--- config.mk ---
export PLATFORM = sky130hd
export DESIGN_NAME = cla_addsub_pipe_flat
export DESIGN_NICKNAME = d
export VERILOG_FILES = /design/src/rtl/cla_pkg.sv /design/src/rtl/cla_addsub_pipe_if.sv /design/src/rtl/cla_group4_pg.sv /design/src/rtl/cla_addsub_pipe.sv /design/src/flat_wrapper.sv
export SDC_FILE = /design/constraint.sdc
export NUM_CORES = 1
export LEC_CHECK = 0
export CORE_MARGIN = 1.5
export CORE_UTILIZATION = 65
export DETAILED_ROUTE_END_ITERATION = 16
export DONT_BUFFER_PORTS = 1
export PLACE_DENSITY = 0.81
export SYNTH_ARGS = -nofsm -noshare
export SYNTH_HDL_FRONTEND = slang
export SYNTH_SLANG_ARGS = --single-unit
--- constraint.sdc ---
create_clock -name clk -period 7.7 [get_ports clk]
set_clock_uncertainty 0.2 [all_clocks]
set_input_delay 0.385 -clock clk [delete_from_list [all_inputs] [get_ports clk]]
set_output_delay 0.385 -clock clk [all_outputs]
set_load 0.05 [all_outputs]
--- src/rtl/cla_pkg.sv ---
// cla_pkg: shared constants and helpers for the pipelined CLA adder/subtractor
package cla_pkg;
  localparam int GROUP_W = 4;
  function automatic int stages_of(input int width, input int gps);
    return width / (GROUP_W * gps);
  endfunction
endpackage

--- src/rtl/cla_addsub_pipe_if.sv ---
// cla_addsub_pipe_if: operand/result handshake bundle for the CLA pipeline
interface cla_addsub_pipe_if #(
  parameter int WIDTH = 16,
  parameter int TAG_W = 4
);
  logic             in_valid;
  logic             in_ready;
  logic [WIDTH-1:0] a;
  logic [WIDTH-1:0] b;
  logic             sub;
  logic             cin;
  logic [TAG_W-1:0] in_tag;
  logic             out_valid;
  logic             out_ready;
  logic [WIDTH-1:0] sum;
  logic             cout;
  logic             ovf;
  logic             zero;
  logic [TAG_W-1:0] out_tag;
  modport master (
    output in_valid, a, b, sub, cin, in_tag, out_ready,
    input  in_ready, out_valid, sum, cout, ovf, zero, out_tag
  );
  modport slave (
    input  in_valid, a, b, sub, cin, in_tag, out_ready,
    output in_ready, out_valid, sum, cout, ovf, zero, out_tag
  );
endinterface

--- src/rtl/cla_group4_pg.sv ---
// cla_group4_pg: 4-bit carry-lookahead group with group propagate/generate
module cla_group4_pg (
  input  logic [3:0] a,
  input  logic [3:0] b,
  input  logic       ci,
  output logic [3:0] s,
  output logic       p,
  output logic       g,
  output logic       c3
);
  logic [3:0] pp, gg, c;
  assign pp = a ^ b;
  assign gg = a & b;
  assign c[0] = ci;
  assign c[1] = gg[0] | (pp[0] & ci);
  assign c[2] = gg[1] | (pp[1] & gg[0]) | (pp[1] & pp[0] & ci);
  assign c[3] = gg[2] | (pp[2] & gg[1]) | (pp[2] & pp[1] & gg[0]) | (pp[2] & pp[1] & pp[0] & ci);
  assign s = pp ^ c;
  assign p = &pp;
  assign g = gg[3] | (pp[3] & gg[2]) | (pp[3] & pp[2] & gg[1]) | (pp[3] & pp[2] & pp[1] & gg[0]);
  assign c3 = c[3];
endmodule

--- src/rtl/cla_addsub_pipe.sv ---
// cla_addsub_pipe: pipelined carry-lookahead adder/subtractor, one global stall enable
module cla_addsub_pipe
  import cla_pkg::*;
#(
  parameter int WIDTH = 16,
  parameter int GROUPS_PER_STAGE = 2,
  parameter int TAG_W = 4
) (
  input logic clk,
  input logic rst_n,
  cla_addsub_pipe_if.slave io
);
  localparam int GPS = GROUPS_PER_STAGE;
  localparam int SW = GROUP_W * GPS;
  localparam int STAGES = stages_of(WIDTH, GPS);
  typedef struct packed {
    logic [WIDTH-1:0] s;
    logic [WIDTH-1:0] a;
    logic [WIDTH-1:0] b;
    logic             c;
    logic             mc;
    logic [TAG_W-1:0] tag;
  } pay_t;
  pay_t r [STAGES];
  pay_t nxt [STAGES];
  logic [STAGES-1:0] v;
  logic [STAGES:0] vv;
  logic adv, zero_q;
  assign adv = !v[STAGES-1] | io.out_ready;
  assign vv = {v, io.in_valid};
  for (genvar k = 0; k < STAGES; k++) begin : g_st
    localparam int LO = k * SW;
    pay_t pin;
    logic [GPS-1:0] gp, gg, c3;
    logic [GPS:0] gc;
    logic [SW-1:0] ss;
    if (k == 0) begin : g_in
      assign pin = '{s: '0, a: io.a, b: io.sub ? ~io.b : io.b, c: io.cin ^ io.sub, mc: 1'b0, tag: io.in_tag};
    end else begin : g_mid
      assign pin = r[k-1];
    end
    for (genvar j = 0; j < GPS; j++) begin : g_grp
      cla_group4_pg u_grp (
        .a (pin.a[LO+GROUP_W*j +: GROUP_W]),
        .b (pin.b[LO+GROUP_W*j +: GROUP_W]),
        .ci(gc[j]),
        .s (ss[GROUP_W*j +: GROUP_W]),
        .p (gp[j]),
        .g (gg[j]),
        .c3(c3[j])
      );
    end
    // sum-of-products group carries so no carry ripples through the stage
    always_comb begin
      logic t, x;
      t = 1'b0;
      x = 1'b0;
      gc = '0;
      gc[0] = pin.c;
      for (int j = 1; j <= GPS; j++) begin
        t = 1'b1;
        x = 1'b0;
        for (int i = j - 1; i >= 0; i--) begin
          x = x | (t & gg[i]);
          t = t & gp[i];
        end
        gc[j] = x | (t & pin.c);
      end
    end
    always_comb begin
      nxt[k] = pin;
      nxt[k].s[LO +: SW] = ss;
      nxt[k].c = gc[GPS];
      nxt[k].mc = c3[GPS-1];
    end
  end
  // the output stage only loads on a real result so outputs hold across bubbles
  always_ff @(posedge clk or negedge rst_n)
    if (!rst_n) begin
      v <= '0;
      zero_q <= 1'b0;
      for (int i = 0; i < STAGES; i++) r[i] <= '0;
    end else if (adv) begin
      v <= vv[STAGES-1:0];
      for (int i = 0; i < STAGES; i++) if (i < STAGES - 1 || vv[i]) r[i] <= nxt[i];
      if (vv[STAGES-1]) zero_q <= ~|nxt[STAGES-1].s;
    end
  assign io.in_ready = adv;
  assign io.out_valid = v[STAGES-1];
  assign io.sum = r[STAGES-1].s;
  assign io.cout = r[STAGES-1].c;
  assign io.ovf = r[STAGES-1].c ^ r[STAGES-1].mc;
  assign io.zero = zero_q;
  assign io.out_tag = r[STAGES-1].tag;
endmodule
--- src/flat_wrapper.sv ---
// flat-port wrapper written by rule: the top's interface ports become plain ports
module cla_addsub_pipe_flat import cla_pkg::*;
#(
  parameter int WIDTH = 16,
  parameter int GROUPS_PER_STAGE = 2,
  parameter int TAG_W = 4
)
  (clk, rst_n, io_in_valid, io_a, io_b, io_sub, io_cin, io_in_tag, io_out_ready, io_in_ready, io_out_valid, io_sum, io_cout, io_ovf, io_zero, io_out_tag);
  cla_addsub_pipe_if #(.WIDTH(WIDTH), .TAG_W(TAG_W)) io_i ();
  input logic clk;
  input logic rst_n;
  input wire logic [$bits(io_i.in_valid)-1:0] io_in_valid;
  input wire logic [$bits(io_i.a)-1:0] io_a;
  input wire logic [$bits(io_i.b)-1:0] io_b;
  input wire logic [$bits(io_i.sub)-1:0] io_sub;
  input wire logic [$bits(io_i.cin)-1:0] io_cin;
  input wire logic [$bits(io_i.in_tag)-1:0] io_in_tag;
  input wire logic [$bits(io_i.out_ready)-1:0] io_out_ready;
  output wire logic [$bits(io_i.in_ready)-1:0] io_in_ready;
  output wire logic [$bits(io_i.out_valid)-1:0] io_out_valid;
  output wire logic [$bits(io_i.sum)-1:0] io_sum;
  output wire logic [$bits(io_i.cout)-1:0] io_cout;
  output wire logic [$bits(io_i.ovf)-1:0] io_ovf;
  output wire logic [$bits(io_i.zero)-1:0] io_zero;
  output wire logic [$bits(io_i.out_tag)-1:0] io_out_tag;
  assign io_i.in_valid = io_in_valid;
  assign io_i.a = io_a;
  assign io_i.b = io_b;
  assign io_i.sub = io_sub;
  assign io_i.cin = io_cin;
  assign io_i.in_tag = io_in_tag;
  assign io_i.out_ready = io_out_ready;
  assign io_in_ready = io_i.in_ready;
  assign io_out_valid = io_i.out_valid;
  assign io_sum = io_i.sum;
  assign io_cout = io_i.cout;
  assign io_ovf = io_i.ovf;
  assign io_zero = io_i.zero;
  assign io_out_tag = io_i.out_tag;
  cla_addsub_pipe #(.WIDTH(WIDTH), .GROUPS_PER_STAGE(GROUPS_PER_STAGE), .TAG_W(TAG_W)) u_core (.clk(clk), .rst_n(rst_n), .io(io_i));
endmodule
After elaboration in Yosys (flattened, before gate mapping)
Index checks and enable logic that the tools add are counted.
- bits in read-only memories: 0
- register bits after elaboration: 70
- word-level logic and storage cells: 142
- bits in writable memories: 0
- bits in latches: 0
- memories kept: 0
- bits of input ports: 42
- muxes and demuxes: 1
- $add $sub $neg: 0
- shifts and indexed selects: 0
- bitwise operators: 122
- div/mod/pow operators: 0
- reductions and logical operators: 8
- magnitude comparators: 0
- eq/ne operators: 0
- $mul: 0
- operators by type and width (cell ; count):
    AND 1 bit ; 64
    OR 1 bit ; 43
    XOR 4 bit ; 8
    AND 4 bit ; 4
    2-to-1 mux 16 bit ; 1
    inverter 16 bit ; 1
    AND reduction 4 bit ; 4
    OR reduction 16 bit ; 1
    zero test 1 bit ; 2
    AND reduction 2 bit ; 1
    XOR 1 bit ; 2

Logic depth before layout (Yosys ltp)
Gate-level depths: netlist of the first run.
- depth in word-level cells: 11
- depth in mapped cells: 11
- depth with buffers taken out: 11

Modules after synthesis
Synthesis of the first run repeated with hierarchy kept, for this count alone.
- cells, all modules: 272
- area total of the unflattened synthesis: 3306.9 µm²
- by module, submodules not included (module ; cells an instance ; instances ; area an instance (µm²) ; sequential area each (µm²)):
    cla_addsub_pipe ; 176 ; 1 ; 2481.1 ; 1351.3
    cla_group4_pg ; 24 ; 4 ; 206.4 ; 0.0

Least setup slack after synthesis of the first run
Ideal clock, no wire load.
- path kind: input to register
- start point: input port io_sub
- end point: register u_core.g_st[1].pin[45] (netlist name)
- data arrival time: 2.342 ns
- slack: 5.038 ns
- stages: 10
- library setup time: 0.120 ns
- cells stage by stage: buf_6 > buf_2 > xor2_1 > ha_1 > a21o_1 > a21oi_1 > a31oi_1 > o21a_1 > or3_1 > a31o_1
- longest elaborated chain between the ends: 10
- ends and longest elaborated chain (element ; line ; RTL):
    start, declared ; flat_wrapper.sv:15 ; input wire logic [$bits(io_i.sub)-1:0] io_sub;
    2-to-1 mux 16 bit ; cla_addsub_pipe.sv:38 ; assign pin = '{s: '0, a: io.a, b: io.sub ? ~io.b : io.b, c: io.cin ^ io.sub, mc: 1'b0, tag: io.in_tag};
    XOR 4 bit or AND 4 bit (tied branches) ; cla_group4_pg.sv:12, cla_group4_pg.sv:13 ;
    AND 1 bit ; cla_group4_pg.sv:20 ; assign g = gg[3] | (pp[3] & gg[2]) | (pp[3] & pp[2] & gg[1]) | (pp[3] & pp[2] & pp[1] & gg[0]);
    OR 1 bit or AND 1 bit (tied branches) (2 in a row) ; cla_group4_pg.sv:20 ;
    OR 1 bit ; cla_group4_pg.sv:20 ;
    OR 1 bit ; cla_addsub_pipe.sv:67 ; gc[j] = x | (t & pin.c);
    AND 1 bit ; cla_group4_pg.sv:17 ; assign c[3] = gg[2] | (pp[2] & gg[1]) | (pp[2] & pp[1] & gg[0]) | (pp[2] & pp[1] & pp[0] & ci);
    OR 1 bit ; cla_group4_pg.sv:17 ;
    XOR 4 bit (*) ; cla_group4_pg.sv:18 ; assign s = pp ^ c;
Mark *: on every way between the ends. The rest lies on a longest branch, timed or not.
A chain may end at the register's enable or synchronous reset.

Final worst setup path of the first run
- start point: register u_core.v[1]
- end point: register u_core.io.sum[0] (netlist name)
- longest elaborated chain between the ends: 3
- ends and longest elaborated chain (element ; line ; RTL):
    start, declared ; cla_addsub_pipe.sv:26 ; logic [STAGES-1:0] v;
    start signal, assigned ; cla_addsub_pipe.sv:84 ; v <= vv[STAGES-1:0];
    zero test 1 bit ; cla_addsub_pipe.sv:29 ; assign adv = !v[STAGES-1] | io.out_ready;
    OR 1 bit ; cla_addsub_pipe.sv:29 ;
    AND reduction 2 bit (no line) ; - ;
Every way passes these cells.

==> results of run 1 <==
## state kept, by name (all words and copies together) (netlist names)
| signal | count |
|---|---|
| u_core.g_st.gc | 1 |
| u_core.g_st.pin | 28 |
| u_core.io.cout | 1 |
| u_core.io.out_tag | 4 |
| u_core.io.sum | 16 |
| u_core.io.zero | 1 |
| u_core.r | 1 |
| u_core.v | 2 |
## worst max-delay path by stage
| stage | startpoint | end | slack (ps) | cells past startpoint |
|---|---|---|---|---|
| 2_1_floorplan | io_sub | u_core.g_st[1].pin[45] | 5040 | 10 |
| 3_3_place_gp | u_core.v[1] | u_core.io.out_tag[0] | 4490 | 4 |
| 3_5_place_dp | u_core.v[1] | u_core.io.out_tag[1] | 4420 | 4 |
| 4_1_cts | u_core.v[1] | u_core.io.out_tag[1] | 4410 | 4 |
| 5_1_grt | u_core.v[1] | u_core.io.sum[1] | 4130 | 4 |
| 6_report | u_core.v[1] | u_core.io.sum[0] | 4400 | 4 |
## layer usage
layer,part of all wire (%),track usage (%),vias to the layer above
li1,-,-,911
met1,41,29.2,896
met2,51,36.0,56
met3,6.0,6.78,9
met4,2.2,8.33,0
met5,0,0,-
## power by group
part	switching [W]	leakage, nW	internal (W)	total (W)
Combinational	0.000132	0.712	0.000111	0.000242
Clock	0.0000882	0.0482	0.0000727	0.000161
Sequential	0.000248	0.643	0.000364	0.000612
Total	0.000468	1.40	0.000547	0.00102
## layout by cell type, fill, tap and decap left out, types with 3 or more instances in the layout
cell type and n:
nand2_1 58, dfrtp_1 54, o21ai_0 21, xor2_1 16, ha_1 16, mux2_2 15
inv_1 12, nor2_1 10, a21oi_1 10, xnor2_1 9, dlygate4sd3_1 9, clkbuf_8 6
fa_1 4, o21a_1 3, a21o_1 3, nor3_1 3
## per-stage QoR
step / power (W) / area [µm²]
after CTS: 0.00102 / 2990
after floorplan: 0.000872 / 2920
after global routing: 0.00107 / 3000
after global placement: 0.000837 / 2790
after detailed placement: 0.000852 / 2790
final: 0.00102 / 3000
## cell families (layout without fill, tap and decap cells)
family                   after synthesis  after routing  synth area share, %
AO/OA/AOI/OAI                         49             49                 10.2
XOR/XNOR                              26             26                 8.06
adder cells (fa/ha/maj)               20             20                 9.61
buffers and inverters                 43             31                 8.45
flip-flops                            54             54                 46.3
multiplexers                          15             15                 5.79
AND/OR/NAND/NOR                       82             82                 11.6
## worst max-delay path: stages, from the launching register on
cell and delay, ps:
dfrtp_1 630, nor2b_2 970, inv_1 140, nand2_1 790
mux2_2 420
## cell type report
| cell class | count | area (µm²) |
|---|---|---|
| clock inverter | 1 | 5.00 |
| multi-input combinational | 192 | 1320 |
| fill | 327 | 1320 |
| timing repair buffer | 11 | 125 |
| tap | 52 | 65.1 |
| inverter | 12 | 45.0 |
| clock buffer | 7 | 86.3 |
| sequential | 54 | 1350 |
## what timing repair did
action | CTS | global route
hold buffers | 9 | 1
endpoints found under the hold margin | 61 | 1
buffers inserted | 0 | 0
==> results.md, run 1 <==
- The chip height is about 70 µm.
- The routed design has between 5000 and 6000 µm of wire.
- The number of antenna violations at the first check in global routing is 0.
- The leakage power summed over all cells is 1.40 nW.
- The count of final max-slew check failures is 0.
- The average routed wire per standard cell is ~16 µm.
- The number of antenna diodes in the final layout is 0.
- The clock latency of the later-clocked register in the worst-skew pair is approximately 300 ps.
- The total of buffers placed on input and output ports is 0.
- The global-route wire length before repair is approximately 8500 µm.
- Setup slack closes at between 4000 and 5000 ps.
- The worst endpoint data arrival time is 3290 ps.
- Relative to the synthesized area, the layout overhead comes to 2.83%.
- Counting instances, the worst hold path has a depth of 2.
- Once placement completed, the tool counted placed cells totaling about 310.
- The total power per unit cell area is around 340 nW/µm².
- The flow ran to the end, and the final reports show no timing, DRC or antenna violations.
- The post-detailed-placement half-perimeter wirelength is 3660 µm.
- The detail route stage leaves a number of antenna-violating nets equal to 0.
- The worst slew margin relative to its limit is 26.2%.
- After layout, the worst path uses a little over two fifths of the clock period.
- The fmax is ~300 MHz.
- The cell count after synthesis came out at about 290.
- The average size of a mapped cell is 10.1 µm².
- Entering global routing, the biggest net connects between 50 and 60 pins.
- The detailed-router iteration count before antenna repair is 6.
- The number of hold violations in the final report is 0.
- The worst hold path terminates at u_core.v[0].
- The final non-filler cell total is 329.
- The clock net in this run drives a total of 54 sinks.
- Setup violations remaining at the end of the flow were counted as 0.
- Counting instances in the post-synthesis netlist gives the leading cell types as nand2_1 (58), dfrtp_1 (54), o21ai_0 (21), buf_4 (20).
- The maximum vdd drop is 0.131 mV.
- Data on the critical path is required at its endpoint by approximately 7700 ps.
- The number of enable flip-flop cells after synthesis is 0.
- The number of violations reported at the end of detailed-routing iteration 0 is 114.
- The synthesis-stage register bit count is 54.
- The row count is 24.
- The via count of the first global-routing pass is around 1800.
- Counting cells, the worst reg-to-reg path comes to 4.
- The warning count from the yosys run is 0.
- The most common cell in the synthesized netlist is nand2_1.
- The net count of the finished layout is roughly 340.
- For this run, the share of the core covered by cells in the final layout is between 60% and 70%.
- The tightest hold margin is 4.80 ps.
- The category of the most critical setup path is reg -> reg.
- The synthesized design devotes to its leading area cell type 46.3% of total area.
- The max capacitance violation total is 0.
- Setup repair after global routing left no endpoint under its margin.
- The type of element capturing the critical path is a flip-flop.
- The worst setup path is launched from a flip-flop.
- The number of buffers on the longest clock path is 2.
- The via density per instance is 5.69.
- In this run, distinct cell masters in the synthesized netlist total 38.
- The sum of negative setup slack is 0 ps.
- dfrtp_1 takes more of the synthesized area than any other cell.
- The startpoint of the worst hold path is io_in_valid.
- The end of the worst register-to-register path is u_core.io.sum[0].
- For this run, design rule violations remaining after detail routing come to 0.
- For this run, the register share of the synthesized area comes to between 40% and 50%.
- Summing every instance area after synthesis gives 2920 µm².
- Timing analysis after detailed placement gives a worst setup slack of roughly 4400 ps.
- The die covers between 4000 and 5000 µm².
- When the netlist entered floorplanning its net count stood at roughly 350.
- The worst-case register-to-register setup slack is 4400 ps.
- The number of instances resized during post-cts repair is 0.
- The congestion estimate from routability-driven global placement came to roughly 0.8.
- At the pin with the least slew margin, the transition time is approximately 1100 ps.
- In the global route stage, overall resource usage came out at 22.5%.
- The proportion of register bits with asynchronous set or reset after synthesis is between 90% and 100%.
- The overall die width is about 70 µm.
- In this run the critical register-to-register path is launched from u_core.v[1].
- The worst hold path belongs to the class in -> reg.
- Of all nets on the critical path, the largest fanout is 31.
- The final route contains 1872 vias.
- Subtracting the final worst setup slack from the clock period gives 3300 ps.
- Yosys attributes the largest share of cell area to dfrtp_1 (46%), nand2_1 (7.5%), ha_1 (6.9%).
- Counting the buffers created by CTS gives 5.
- The number of levels the H-tree was split into is 2.
- The core region is around 4300 µm².
- During I/O placement, the number of pins put on the boundary was 67.
- The buffer cell driving the clock tree root is clkbuf_8.
- Clock-pin slew was measured on the worst setup and hold paths at about 90 ps.
- The remaining global-route overflow is 0.
- The share of layout cells above drive strength 1 is 10.5%.
- The effective utilization at floorplan is 67.5%.
- TritonCTS built the clock tree.
- The predominant post-synthesis flop cell is dfrtp_1.
No activity file was read; power rests on OpenSTA's default activity.
==> run 2: changes to the inputs <==
--- a/config.mk
+++ b/config.mk
@@ -6,10 +6,10 @@
 export NUM_CORES = 1
 export LEC_CHECK = 0
 export CORE_MARGIN = 1.5
-export CORE_UTILIZATION = 65
+export CORE_UTILIZATION = 57
 export DETAILED_ROUTE_END_ITERATION = 16
 export DONT_BUFFER_PORTS = 1
-export PLACE_DENSITY = 0.81
+export PLACE_DENSITY = 0.75
 export SYNTH_ARGS = -nofsm -noshare
 export SYNTH_HDL_FRONTEND = slang
 export SYNTH_SLANG_ARGS = --single-unit
==> constraint.sdc (replaced) <==
create_clock -name clk -period 2.8 [get_ports clk]
set_clock_uncertainty 0.2 [all_clocks]
set_input_delay 0.14 -clock clk [delete_from_list [all_inputs] [get_ports clk]]
set_output_delay 0.14 -clock clk [all_outputs]
set_load 0.05 [all_outputs]
==> run 2 against run 1 <==
The flow now finishes with violations (setup timing). Total power rose to 3.0 times the previous value. Clock power rose to 3.4 times the previous value. Critical path depth up 7. First-iteration DRC count down 16%. Global-route usage down 0.38 points. Sequential power rose to 2.7 times the previous value. Non-clock buffer count up 35. Combinational power rose to 3.4 times the previous value. Clock-buffer cell count down 2. Sequential share of layout area down 5.4 points. Critical path type unchanged. Highest routed layer unchanged.
==> results.md, run 2 (synthesis results as in run 1) <==
- The die covers 5560 µm².
- The effective utilization at floorplan is about three fifths.
- Prior to clock tree synthesis, the placed netlist has a worst setup slack of around 100 ps.
- The category of the most critical setup path is reg -> reg.
- The number of levels the H-tree was split into is 2.
- The critical path goes through ha_1, a211oi_1, nor2_1, o21a_1, nor2_1, fa_2, xor2_2, nand4b_1, nor3_2, nand2_1, o31ai_2.
- The critical path runs through a total of 11 cells.
- In this run the worst hold path is classified as in -> reg.
- Grouping stages by cell kind, the critical path spends the most delay in compound AO/OA/AOI/OAI gates.
- The buffer cell driving the clock tree root is clkbuf_8.
- Registers take about 1400 µm².
- Together, buffers and inverters on the worst path number 0.
- The row count is 25.
- Summed over all layers, the routed wires come to 6000 µm.
- The most common cell after layout, fill and taps aside is nand2_1.
- Dividing the final minimum period by the clock period gives 107%.
- The tool flagged a number of max-cap violations equal to 0.
- STA classifies the critical path endpoint as a flip-flop.
- Summed over all cells, the static leakage comes to between 1.5 and 2 nW.
- The largest net degree at the start of global routing is 55.
- Routability-driven placement finished with a final weighted congestion of between 0.8 and 0.9.
- Clock-pin slew was measured on the worst setup and hold paths at 100 ps.
- The number of clock sinks is 54.
- The net count reported at finish is 373.
- The largest single stage delay on the critical path is ~400 ps.
- The boundary pin count is 67.
- The share of layout cells above drive strength 1 is around 14%.
- Setup slack on the critical path of the routed design comes to -204 ps.
- The region available for standard cell placement spans roughly 4800 µm².
- The critical path starts at u_core.g_st[1].pin[30].
- The checks that failed: setup timing.
- The actual transition at the worst max-transition pin is roughly 540 ps.
- At the worst endpoint, the arrival time is ~3000 ps.
- Detailed routing inserted a total of 2039 vias.
- The time the final worst path needs with I/O delays and setup is 3000 ps.
- The startpoint kind of the worst setup timing path is a flip-flop.
- The post-route core utilization is between 70 and 80%.
- The first routing iteration left 96 violations.
- The total of buffers placed on input and output ports is 0.
- The via count of the first global-routing pass is 2036.
- The largest fanout on the critical path is 3.
- The end of the worst register-to-register path is u_core.io.zero.
- The worst slew margin relative to its limit is between 60 and 70%.
- The later pin in the worst-skew pair is clocked with a latency of just over 300 ps.
- The number of DRC violations after detailed routing is 0.
- In this run the remaining antenna-violating nets after routing total 0.
- The tightest hold margin is between 10 and 15 ps.
- In the global route stage, overall resource usage came out at between 20% and 30%.
- The count of final max-slew check failures is 0.
- The footprint of the multi-input gates is between 1000 and 1500 µm².
- Counting along the longest clock path gives a buffer depth of 2.
- In this run the most critical hold path is launched from io_a[3].
- By instance count, the cell type seen most on the critical path is nor2_1.
- Detailed placement ended at an HPWL of around 3800 µm.
- Data on the critical path is required at its endpoint by around 2800 ps.
- Static timing analysis puts the maximum clock frequency at 333 MHz.
- The setup check on the worst reg-to-reg path leaves a slack of -200 ps.
- Dividing total power by cell area gives a power density of ~900 nW/µm².
- The worst reg-to-reg path cell count is 11.
- Before antenna repair, the detailed router went through 4 iterations.
- The count of endpoints failing setup in the final report is 1.
- The number of antenna repair diodes is 0.
- The register with the most flip-flops in the layout has 28 of them.
- From left edge to right edge, the die measures about 75 µm.
- The critical path ends at u_core.io.zero.
- The number of hold violations in the final report is 0.
- The total CTS buffers is 5.
- After detailed routing, the number of vias per cell comes to 5.38.
- The top cell types in the final layout, fill and taps aside, are nand2_1 (58), dfrtp_1 (54), dlygate4sd3_1 (36).
- TritonCTS built the clock tree.
- The critical path's slowest cell is dfrtp_1.
- The start of the worst register-to-register path is u_core.g_st[1].pin[30].
- The flow ran to the end, but the final reports show violations.
- The worst-case IR drop observed on VDD is between 0.4 and 0.5 mV.
- The chip height is 74.5 µm.
- Fill cells in the final layout number a little under 400.
- The sum of negative setup slack is -204 ps.
- In the final routed layout, each cell accounts on average for between 15 and 20 µm.
- The first global-routing pass estimated 9160 µm of wire.
- The number of antenna violations at the first check in global routing was 0.
- The synthesis-to-layout area growth is 16.8%.
- After global routing the overflow that remains totals 0.
==> run 2: changes by cell type in the layout (fill, tap and decap cells not counted), sizes merged <==
| cell | before | now |
|---|---|---|
| buf | 2 | 10 |
| dlygate4sd3 | 9 | 36 |
| inv | 12 | 13 |
| bufinv | 0 | 1 |
| clkbuf | 7 | 5 |
==> run 2: what timing repair did <==
action / CTS / global route
setup buffers: 0 / 3
endpoints found under the hold margin: 80 / 0
hold buffers: 37 / 0
gates resized for setup: 0 / 5
endpoints found under the setup margin: 0 / 1
==> run 2: metrics by stage <==
| step | instance area, µm² | total power (W) | std cells |
|---|---|---|---|
| 2_1_floorplan | 2920 | 0.00240 | 289 |
| 3_3_place_gp | 2850 | 0.00234 | 331 |
| 3_5_place_dp | 2850 | 0.00237 | 331 |
| 4_1_cts | 3350 | 0.00297 | 376 |
| 5_1_grt | 3410 | 0.00319 | 379 |
| 6_report | 3410 | 0.00302 | 379 |
==> run 2: worst min path at each step <==
| stage | to | depth (start not counted) |
|---|---|---|
| 2_1_floorplan | u_core.g_st[1].gc[0] | 0 |
| 3_3_place_gp | u_core.io.sum[9] | 0 |
| 3_5_place_dp | u_core.io.sum[8] | 0 |
| 4_1_cts | u_core.g_st[1].pin[41] | 3 |
| 5_1_grt | u_core.g_st[1].pin[41] | 3 |
| 6_report | u_core.g_st[1].pin[41] | 3 |
==> run 2: worst register-to-register path: cells and delay by family (launching register included) <==
family                     cells  cell delay (ps)
and+or+nand+nor                5              770
DFF                            1              400
xor gates and xnor gates       1              180
adders and majority gates      2              610
AOI/OAI and AO/OA              3              790
==> run 2: routing by layer <==
metal | track usage, % | up-vias | wire (µm)
met4 | 8.08 | 0 | 193
met1 | 26.9 | 974 | 2510
met3 | 5.69 | 14 | 344
met2 | 38.1 | 67 | 2950
li1 | - | 984 | -
met5 | 0 | - | 0
==> run 2: power by group <==
group / total, W / switching [W] / leakage (nW) / internal, W
logic: 0.000812 / 0.000420 / 0.866 / 0.000392
registers: 0.00167 / 0.000670 / 0.643 / 0.00100
clock network: 0.000541 / 0.000269 / 0.0587 / 0.000271
total: 0.00302 / 0.00136 / 1.57 / 0.00166
==> run 2: layout make-up <==
| class | count | area share [%] |
|---|---|---|
| multi-input cells | 192 | 39.8 |
| clock buffers | 5 | 2.02 |
| clock inverters | 3 | 1.40 |
| well taps | 67 | 2.46 |
| flip-flops and latches | 54 | 39.7 |
| repair buffers | 46 | 13.4 |
| inverters | 12 | 1.32 |
==> run 3: changes to the inputs <==
==> constraint.sdc (replaced) <==
create_clock -name clk -period 2.54 [get_ports clk]
set_clock_uncertainty 0.2 [all_clocks]
set_input_delay 0.127 -clock clk [delete_from_list [all_inputs] [get_ports clk]]
set_output_delay 0.127 -clock clk [all_outputs]
set_load 0.05 [all_outputs]
==> run 3 against run 2 <==
The flow still finishes with violations (setup timing). Fmax grew 16%. Clock-buffer cell count did not move. Combinational power rose by 10%. Die area is the same. Critical path type unchanged. Critical endpoint unchanged. Largest cell class unchanged.
==> results.md, run 3 (synthesis results as in run 1) <==
- The number of hold violations in the final report is 0.
- The first TritonRoute pass finished after 4 iterations.
- The synthesis-to-layout area growth is 18.8%.
- The number of violations reported at the end of detailed-routing iteration 0 is 80.
- After detailed placement, the design holds a cell count of ~330.
- The wire length reported by the detailed router is roughly 5800 µm.
- The type of element capturing the critical path is a flip-flop.
- The number of antenna violations at the first check in global routing is 0.
- Of all nets on the critical path, the largest fanout is 2.
- The analysis attributes to cell leakage a power of ~1.6 nW.
- Timing would allow up to 386 MHz.
- The post-detailed-route count of antenna-violating nets is 0.
- In the layout the commonest cells are nand2_1 (58), dfrtp_1 (54), dlygate4sd3_1 (38).
- Leaving out fill and tap cells, the most frequent cell in the layout is nand2_1.
- The worst path in the final design needs a cycle of between 2000 and 3000 ps, including I/O delays and setup.
- In this run the power density over the cells is 962 nW/µm².
- The delay of the slowest critical-path stage is about 430 ps.
- The chip height is roughly 75 µm.
- At the pin with the least slew margin, the transition time is 521 ps.
- The area inside the core boundary is between 4000 and 5000 µm².
- In the global route stage, overall resource usage came out at 22.5%.
- The count of final max-slew check failures is 0.
- No sink is reached through more buffers than the 2 on the longest clock path.
- Clock-pin slew was measured on the worst setup and hold paths at 100 ps.
- The worst endpoint data arrival time is 2610 ps.
- The post-route netlist has between 10% and 20% of its cells at a drive strength greater than 1.
- The slowest stage of the critical path belongs to the cell dfrtp_1.
- The checks that failed: setup timing.
- Global routing finished with a remaining overflow of 0.
- The effective utilization at floorplan is around 61%.
- The buffer cell driving the clock tree root is clkbuf_8.
- At the end of routability-driven placement, the weighted congestion stood at 0.853.
- In this run the tool buffered the top-level ports with 0 buffer cells.
- The average routed wire per standard cell is 15.1 µm.
- The total power is roughly 0.0033 W.
- The maximum vdd drop is between 0.5 and 0.6 mV.
- Headroom to the max-slew limit came out at approximately two thirds.
- In the routed design, unresolved DRC markers number 0.
- The flow ran to the end, but the final reports show violations.
- At the end of the flow, the number of nets in the layout was between 300 and 400.
- The via count of the first global-routing pass is 2071.
- Dividing the detail-routed via count by the number of cells gives between 5 and 6.
- The register with the most flip-flops in the layout has 28 of them.
- Setup slack on the critical path of the routed design comes to -50.9 ps.
- The die covers between 5000 and 6000 µm².
- The TritonCTS clock tree is done.
- The post-detailed-placement half-perimeter wirelength is 3840 µm.
- Entering global routing, the biggest net connects 55 pins.
- The sum of negative setup slack is -50.9 ps.
- The global-route wire length before repair is approximately 9300 µm.
- After the flow finishes, the layout carries non-filler instances totaling between 300 and 400.
- Traced cell by cell, the critical path runs through ha_4, o21ai_1, nor2_1, o21a_1, nor2_2, fa_2, xor2_1, nand4b_1, nor3_2, nand2_1, o31ai_1.
- The floorplan has 25 rows.
- The min-delay analysis places its worst path in the category in -> reg.
- The floorplan step set the die width to 74.5 µm.
- The number of levels the H-tree was split into is 2.
- Data on the critical path is required at its endpoint by ~2600 ps.
- The number of clock sinks is 54.
- Setup violations remaining at the end of the flow were counted as 1.
- The number of antenna diodes in the final layout is 0.
- Setup repair after global routing could not meet its margin everywhere.
- The startpoint kind of the worst setup timing path is a flip-flop.
- The category of the most critical setup path is reg -> reg.
- The boundary pin count is between 60 and 70.
- The clock latency of the later-clocked register in the worst-skew pair is roughly 310 ps.
- The overall via count from detail_route is approximately 2100.
- The final critical-path share of the clock period is 102%.
- The total CTS buffers is 5.
- The max capacitance violation total is 0.
## run 3: changes by cell type in the layout (fill, tap and decap cells not counted), moves of 2 or more
| cell | previous run | this run |
|---|---|---|
| buf_4 | 9 | 12 |
| dlygate4sd3_1 | 36 | 38 |
| ha_1 | 15 | 13 |
| ha_4 | 1 | 3 |
## run 3: power breakdown
group / internal, W / switching [W]
registers: 0.00110 / 0.000747
logic: 0.000450 / 0.000446
clock network: 0.000296 / 0.000290
total: 0.00185 / 0.00148
## run 3: per-stage QoR
step	cell area (µm²)	hold WS, ps	util (%)	worst slack (ps)
after floorplan	2920	-369	-	74.2
after global placement	2870	-367	59.6	63.5
after detailed placement	2870	-367	59.6	2.37
after CTS	3390	5.63	70.4	4.77
after global routing	3470	20.8	71.9	-170
final	3470	18.0	71.9	-50.9
## run 3: final cells by class
type | instances | area [µm²]
multi-input cells | 192 | 1380
flip-flops and latches | 54 | 1350
inverters | 12 | 45.0
well taps | 67 | 83.8
clock buffers | 5 | 68.8
clock inverters | 3 | 43.8
repair buffers | 51 | 498
fillers | 375 | 1350
## run 3: path summary, 6_finish.rpt
check                                        from                     end  slack, ps  cells after the start
max in group asynchronous                   rst_n        u_core.io.sum[7]       1790                      2
max                        u_core.g_st[1].pin[16]          u_core.io.zero        -50                     11
min reg2reg                 u_core.g_st[1].pin[3]   u_core.g_st[1].pin[3]        280                      2
min in group asynchronous                   rst_n  u_core.g_st[1].pin[45]        140                      2
max reg2reg                u_core.g_st[1].pin[16]          u_core.io.zero        -50                     11
min                                  io_out_ready  u_core.g_st[1].pin[37]         20                      4
## run 3: metal layers
metal / GRT usage, % / vias to the layer above / wire length, µm
met2: 38.6 / 78 / 2890
met1: 27.3 / 977 / 2460
met4: 8.69 / 0 / 108
li1: - / 1000 / -
met3: 5.83 / 11 / 333
met5: 0 / - / 0
## run 3: critical path, delay by kind of cell (launching register included)
kind,cells,cell delay (ps)
AOI/OAI and AO/OA,3,490
xor gates and xnor gates,1,170
adders and majority gates,2,610
DFF,1,430
and+or+nand+nor,5,590
## run 3: timing repair
item,CTS,global route
pin swaps,0,9
hold buffers,39,0
endpoints found under the setup margin,1,1
buffers inserted,0,3
resized for setup,1,7
endpoints found under the hold margin,81,0
